==> config.mk <==
export PLATFORM = sky130hd
export DESIGN_NAME = trap_controller
export DESIGN_NICKNAME = d
export VERILOG_FILES = /design/src/rtl/trap_controller.sv
export SDC_FILE = /design/constraint.sdc
export NUM_CORES = 1
export LEC_CHECK = 0
export CAP_MARGIN = 10
export CORE_AREA = 2 2 119 121
export DETAILED_ROUTE_END_ITERATION = 6
export DIE_AREA = 0 0 121 123
export PLACE_DENSITY = 0.92
export SLEW_MARGIN = 20
export SYNTH_ARGS = -nofsm -noshare
export SYNTH_HDL_FRONTEND = slang
export SYNTH_SLANG_ARGS = --single-unit
==> constraint.sdc <==
create_clock -name clk -period 1.9 [get_ports clk]
set_clock_uncertainty 0.05 [all_clocks]
set_input_delay 0.285 -clock clk [delete_from_list [all_inputs] [get_ports clk]]
set_output_delay 0.285 -clock clk [all_outputs]
set_load 0.005 [all_outputs]
==> src/rtl/trap_controller.sv <==
// Machine-mode trap sequencer: accepts exceptions and mret, saves mepc/mcause/mtval and redirects the PC.
// Build option TRAP_VECTORED_EN: trap target becomes {mtvec[31:2],2'b00} + 4*cause instead of the base alone.
module trap_controller (
   input  logic        clk,
   input  logic        reset,
   input  logic        address_exception,
   input  logic        illegal_inst,
   input  logic        ecall_sig,
   input  logic        mret_sig,
   input  logic [31:0] exc_pc,
   input  logic [31:0] exc_addr,
   input  logic [31:0] mtvec,
   output logic        exception_sig,
   output logic        flush,
   output logic        trap_busy,
   output logic        pc_redirect,
   output logic [31:0] redirect_pc,
   output logic [31:0] mepc,
   output logic [31:0] mcause,
   output logic [31:0] mtval
);

   // state    | meaning
   // IDLE     | waiting; samples trap and mret requests
   // FLUSH    | trap accepted; exception_sig and flush asserted
   // SAVE     | mepc/mcause/mtval hold the new trap record
   // REDIRECT | pc_redirect strobe (trap vector or mepc for a return)
   // RETURN   | mret accepted; flush asserted
   typedef enum logic [2:0] {
      IDLE     = 3'd0,
      FLUSH    = 3'd1,
      SAVE     = 3'd2,
      REDIRECT = 3'd3,
      RETURN   = 3'd4
   } state_t;

   state_t      state_q, state_d;
   logic [3:0]  cause_q, cause_d;
   logic [31:0] pc_lat_q, pc_lat_d;
   logic [31:0] addr_lat_q, addr_lat_d;
   logic        ret_q, ret_d;
   logic [31:0] mepc_q, mepc_d;
   logic [31:0] mcause_q, mcause_d;
   logic [31:0] mtval_q, mtval_d;

   logic        trap_req;
   logic [3:0]  trap_cause;
   logic [31:0] trap_target;

   assign trap_req = illegal_inst | ecall_sig | address_exception;

   always_comb begin
      trap_cause = 4'd5;
      if (illegal_inst)   trap_cause = 4'd2;
      else if (ecall_sig) trap_cause = 4'd11;
   end

`ifdef TRAP_VECTORED_EN
   assign trap_target = {mtvec[31:2], 2'b00} + {26'd0, cause_q, 2'b00};
`else
   assign trap_target = {mtvec[31:2], 2'b00};
`endif

   always_comb begin
      state_d    = state_q;
      cause_d    = cause_q;
      pc_lat_d   = pc_lat_q;
      addr_lat_d = addr_lat_q;
      ret_d      = ret_q;
      mepc_d     = mepc_q;
      mcause_d   = mcause_q;
      mtval_d    = mtval_q;
      case (state_q)
         IDLE: begin
            if (trap_req) begin
               state_d    = FLUSH;
               cause_d    = trap_cause;
               pc_lat_d   = exc_pc;
               addr_lat_d = exc_addr;
               ret_d      = 1'b0;
            end else if (mret_sig) begin
               state_d = RETURN;
               ret_d   = 1'b1;
            end
         end
         FLUSH: begin
            // The trap record is written on the edge into SAVE so it is visible during SAVE.
            state_d  = SAVE;
            mepc_d   = pc_lat_q;
            mcause_d = {28'd0, cause_q};
            mtval_d  = (cause_q == 4'd5) ? addr_lat_q : 32'd0;
         end
         SAVE:     state_d = REDIRECT;
         RETURN:   state_d = REDIRECT;
         REDIRECT: state_d = IDLE;
         default:  state_d = IDLE;
      endcase
   end

   always_ff @(posedge clk) begin
      if (reset) begin
         state_q    <= IDLE;
         cause_q    <= 4'd0;
         pc_lat_q   <= 32'd0;
         addr_lat_q <= 32'd0;
         ret_q      <= 1'b0;
         mepc_q     <= 32'd0;
         mcause_q   <= 32'd0;
         mtval_q    <= 32'd0;
      end else begin
         state_q    <= state_d;
         cause_q    <= cause_d;
         pc_lat_q   <= pc_lat_d;
         addr_lat_q <= addr_lat_d;
         ret_q      <= ret_d;
         mepc_q     <= mepc_d;
         mcause_q   <= mcause_d;
         mtval_q    <= mtval_d;
      end
   end

   assign exception_sig = (state_q == FLUSH);
   assign flush         = (state_q == FLUSH) || (state_q == RETURN);
   assign trap_busy     = (state_q != IDLE);
   assign pc_redirect   = (state_q == REDIRECT);
   assign redirect_pc   = (state_q != REDIRECT) ? 32'd0 :
                          (ret_q ? mepc_q : trap_target);
   assign mepc          = mepc_q;
   assign mcause        = mcause_q;
   assign mtval         = mtval_q;

endmodule

== After elaboration in Yosys (flattened, before gate mapping) ==
Cells that the tools add are included.
Storage, ports and cells
  word-level logic and storage cells: 34
  register bits: 140
  input port bits: 102
  output and inout port bits: 132
Cells by class
  bitwise logic cells: 2
  eq/ne operators: 7
  reductions and logical operators: 7
  mux-type cells: 10
Operators by type and width (count)
  two-way mux 32 bit: 3
  case mux 3 bit (3 select lines): 1
  two-way mux 4 bit: 2
  equality test 3 x 2 -> 1 bit, second input constant: 2
  two-way mux 3 bit: 2
  equality test 4 x 3 -> 1 bit, second input constant: 1
  AND reduction 2 bit: 2
  equality test 3 x 1 -> 1 bit, second input constant: 1
  equality test 3 bit, second input constant: 1
  logical NOT 3 bit: 1
  inequality test 3 x 2 -> 1 bit, second input constant: 1
  inequality test 3 bit, second input constant: 1
  nonzero test 3 bit: 1
  two-way mux 1 bit: 2
  bitwise OR 1 bit: 2
  nonzero test 2 bit: 1
  OR reduction 2 bit: 1
  logical OR 1 bit: 1

== Longest topological paths before layout ==
  word-level depth: 4
  gate-level depth with buffers: 8
  depth with buffers taken out: 4

== Worst setup path before layout ==
No wires, ideal clock.
  kind: register to register
  start point: register state_q[1]
  end point: register mtval_q[11] (netlist: mtval[11])
  stages on the path, launching flop included: 8
  data arrival time: 1357 ps
  library setup time: 132 ps
  path slack: 361 ps
  required time: 1718 ps
  path buffers: 4
  period minus slack after synthesis: 1539 ps
  path through: dfxtp_1 -> buf_2 -> or3b_1 -> buf_2 -> buf_2 -> buf_2 -> nand2_1 -> a21oi_1
On the way
  longest elaborated chain between the ends: 1
RTL lines
  start, declared: RTL line 37  | state_t state_q, state_d;
  start signal, assigned: RTL line 111  | state_q <= state_d;
  equality test 3 x 1 -> 1 bit: RTL line 73  | case (state_q)
  end signal, assigned: RTL line 118  | mtval_q <= mtval_d;
  end, declared: RTL line 44  | logic [31:0] mtval_q, mtval_d;
No other way between the ends.
A chain may end at the register's enable or synchronous reset.

== Final worst setup path ==
  start point: register state_q[2]
  end point: output redirect_pc[12]
On the way
  longest elaborated chain between the ends: 2
RTL lines
  inequality test 3 x 2 -> 1 bit: RTL line 126  | assign redirect_pc = (state_q != REDIRECT) ? 32'd0 :
  two-way mux 32 bit: RTL line 126
  end, declared: RTL line 17  | output logic [31:0] redirect_pc,
No other way between the ends.

==> impl_metrics.json <==
{
  "dp_slack_ns": -0.0121,
  "placed_cell_area_um2": 8000,
  "ys.flop_type": "dfxtp_1",
  "cp_cell_sequence": "nand3b_1, buf_6, buf_8, clkbuf_16, nor2_1, buf_2",
  "slowest_delay_ns": 0.32,
  "cts.sinks": 140,
  "rows": 43,
  "start_util_pct": 43.2,
  "synth_seq_cells": 140,
  "finalSetupTns_ns": 0,
  "cts_made_buffers": 17,
  "core_area_um2": 13600,
  "switching_share_pct": 25.8,
  "clock_latency_ns": 0.40,
  "finalMaxSlewViolations": 0,
  "yosysTopAreaCell": "dfxtp_1",
  "critPathBufInv": 4,
  "grt_pass1_wl_mm": 28.5,
  "clock_power_share_pct": 40.7,
  "outcome": "complete, no violations",
  "multi_input_area_um2": 2740,
  "num_vias": 5867,
  "die-area_um2": 14900,
  "antenna_found_initial": 0,
  "synth_enable_flop_cells": 0,
  "synth_top_area_share_pct": 47.6,
  "post_drt_wl_per_cell_um": 16.3,
  "drive_gt1_share_pct": 15.9,
  "synthTopCellsByCount": "dfxtp_1 (140), a21oi_1 (127), nand2_1 (105), nand3_1 (96), o21ai_0 (56)",
  "nFillCells": 1144,
  "hpwl_mm": 11.3,
  "final_cells": 1117,
  "yosysSeqAreaShare_pct": 47.6,
  "cp_slowest_cell": "dfxtp_2",
  "critical-path-top-delay-family": "buffers and inverters",
  "reg2reg_to": "mepc[17]",
  "ys_top_cells_by_area": "dfxtp_1 (48%), a21oi_1 (11%), nand3_1 (8.2%), nand2_1 (6.7%), mux2i_1 (5.1%)",
  "maxSlewHeadroom_pct": 48.0,
  "required_ns": 1.56,
  "post-place-cells": 1071,
  "syn_avg_cell_area_um2": 8.02,
  "synthArstFlopShare_pct": 0,
  "power.internal_w": 0.00567,
  "netlist_instances": 734,
  "p_leak_nw": 3.21,
  "firstDrtPassIters": 5,
  "hold_end": "mepc[24]",
  "setup-violations-final": 0,
  "min-delay-start": "reset",
  "arrival_ns": 1.54,
  "reg2reg_setup_slack_ns": 0.18,
  "ir_worst_vdd_uv": 553,
  "cts-root-to-sink-buffers": 2,
  "track_usage_pct": 24.1,
  "switching_power_w": 0.00198,
  "fin_crit_sh_pct": 98.4,
  "worst_r2r_path_depth": 4,
  "vias_per_cell": 5.25,
  "place_congestion": 0.801,
  "grt_overflow": 0,
  "rr_startpoint": "state_q[0]",
  "io_pins": 234,
  "post-route-util_pct": 64.1,
  "portBuffers": 203,
  "yosysMostFrequentCell": "dfxtp_1",
  "timing.fmax_ghz": 0.535,
  "power_frac_comb_pct": 17.1,
  "grt_max_degree": 69,
  "synth.distinct_cells": 31,
  "hp-class": "primary input to register",
  "postRouteWirelength_mm": 18.2,
  "end_kind": "output port",
  "grt_pass1_vias": 5699,
  "layout_setup_ws_ns": 0.0295,
  "ys_warn_count": 0,
  "rsz0062_at_grt": "yes",
  "cts_tree": "yes",
  "areaGrowthSynthToFinish_pct": 48.4,
  "ctsRootBufferMaster": "clkbuf_16",
  "netlist_area_um2": 5880,
  "finalHoldViolCount": 0,
  "crit_type": "register to output port",
  "antenna_cells": 0,
  "powerDensity_nw_per_um2": 876,
  "die_h_um": 123,
  "cap_violations": 0,
  "first_iter_violations": 565,
  "p_seq_share_pct": 42.2,
  "worstHoldPathCells": 2,
  "fin_area_um2": 8730,
  "start_kind": "register",
  "cp_max_fo": 5,
  "fin_nets": 1028,
  "path_clk_slew_ns": 0.05,
  "ant_nets": 0,
  "die_w_um": 121,
  "tightest_slew_ns": 0.780,
  "drc_errors": 0,
  "fin_crit_ns": 1.87,
  "regArea_um2": 2810,
  "cts_max_level": 4
}
-- per-layer routing --
layer  part of all wire (%)  vias to the layer above  global-route usage, %  wire length, um
met5                      0                        -                      0                0
met4                    2.3                        0                   9.74              425
met3                    7.1                       30                   6.64             1300
met2                     50                      249                   41.2             9070
met1                     41                     2754                   28.7             7370
li1                       -                     2834                      -                -
-- final cells by class --
cell class	count	share of cell area, %
clock buffer	21	5.16
clock inverter	9	1.12
inverter	4	0.258
multi-input combinational	515	31.4
sequential	140	32.2
tap	180	2.58
timing repair buffer	248	27.2
-- flip-flops by register name, indices dropped and copies added (netlist names) --
name and cells:
addr_lat_q 32, cause_q 4, mcause 4, mepc 32, mtval 32, pc_lat_q 32
ret_q 1, state_q 3
-- cells in the final DEF, fill, tap and decap left out, drive strengths merged --
cell type / instances
nand3b: 2
clkinvlp: 1
nor3b: 1
dfxtp: 140
xnor2: 1
dlygate4sd2: 4
and3: 2
nor4bb: 1
clkdlybuf4s50: 166
or3: 1
or3b: 1
a21oi: 137
nand2: 105
mux2i: 30
clkdlybuf4s15: 3
a211oi: 1
nand3: 96
clkinv: 7
clkbuf: 23
nor3: 5
conb: 28
nor2: 33
bufinv: 2
inv: 3
a2111oi: 1
o21ai: 69
buf: 73
xor2: 1
-- power groups by stage --
stage               Sequential, W  Combinational, W  Clock [W]
floorplan                 0.00325          0.000723          0
global placement          0.00327           0.00119          0
detailed placement        0.00328           0.00122          0
CTS                       0.00322           0.00126    0.00317
global route              0.00325           0.00143    0.00332
finish                    0.00323           0.00131    0.00311
-- worst max path at each step --
| stage | start | end | slack [ns] | depth (start not counted) |
|---|---|---|---|---|
| 2_1_floorplan | state_q[1] | mtval[11] | 0.36 | 7 |
| 3_5_place_dp | ecall_sig | pc_lat_q[23] | -0.01 | 6 |
| 3_3_place_gp | ecall_sig | cause_q[0] | 0.03 | 5 |
| 4_1_cts | state_q[2] | redirect_pc[21] | -0.08 | 6 |
| 5_1_grt | state_q[2] | redirect_pc[13] | -0.03 | 6 |
| 6_report | state_q[2] | redirect_pc[12] | 0.03 | 6 |
-- cells by family after synthesis --
family          share of synthesized area (%)
buf+inv                                  9.85
simple gates                             18.6
other cells                            0.0637
mux                                      5.10
xor+xnor                                0.298
compound gates                           18.4
flops                                    47.6
-- through the flow --
stage | hold slack [ns] | power [W]
floorplan | 0.332 | 0.00397
global placement | 0.382 | 0.00446
detailed placement | 0.390 | 0.00450
CTS | 0.262 | 0.00765
global route | 0.271 | 0.00800
finish | 0.272 | 0.00765
-- timing repair --
action                     4_1_cts  5_1_grt
hold buffers                     0        0
gates cloned                     4        1
resized for setup              120       61
pin swaps                        4        6
setup buffers                    5        6
setup endpoints to repair       36       32
Power figures use the tool's default switching activity.
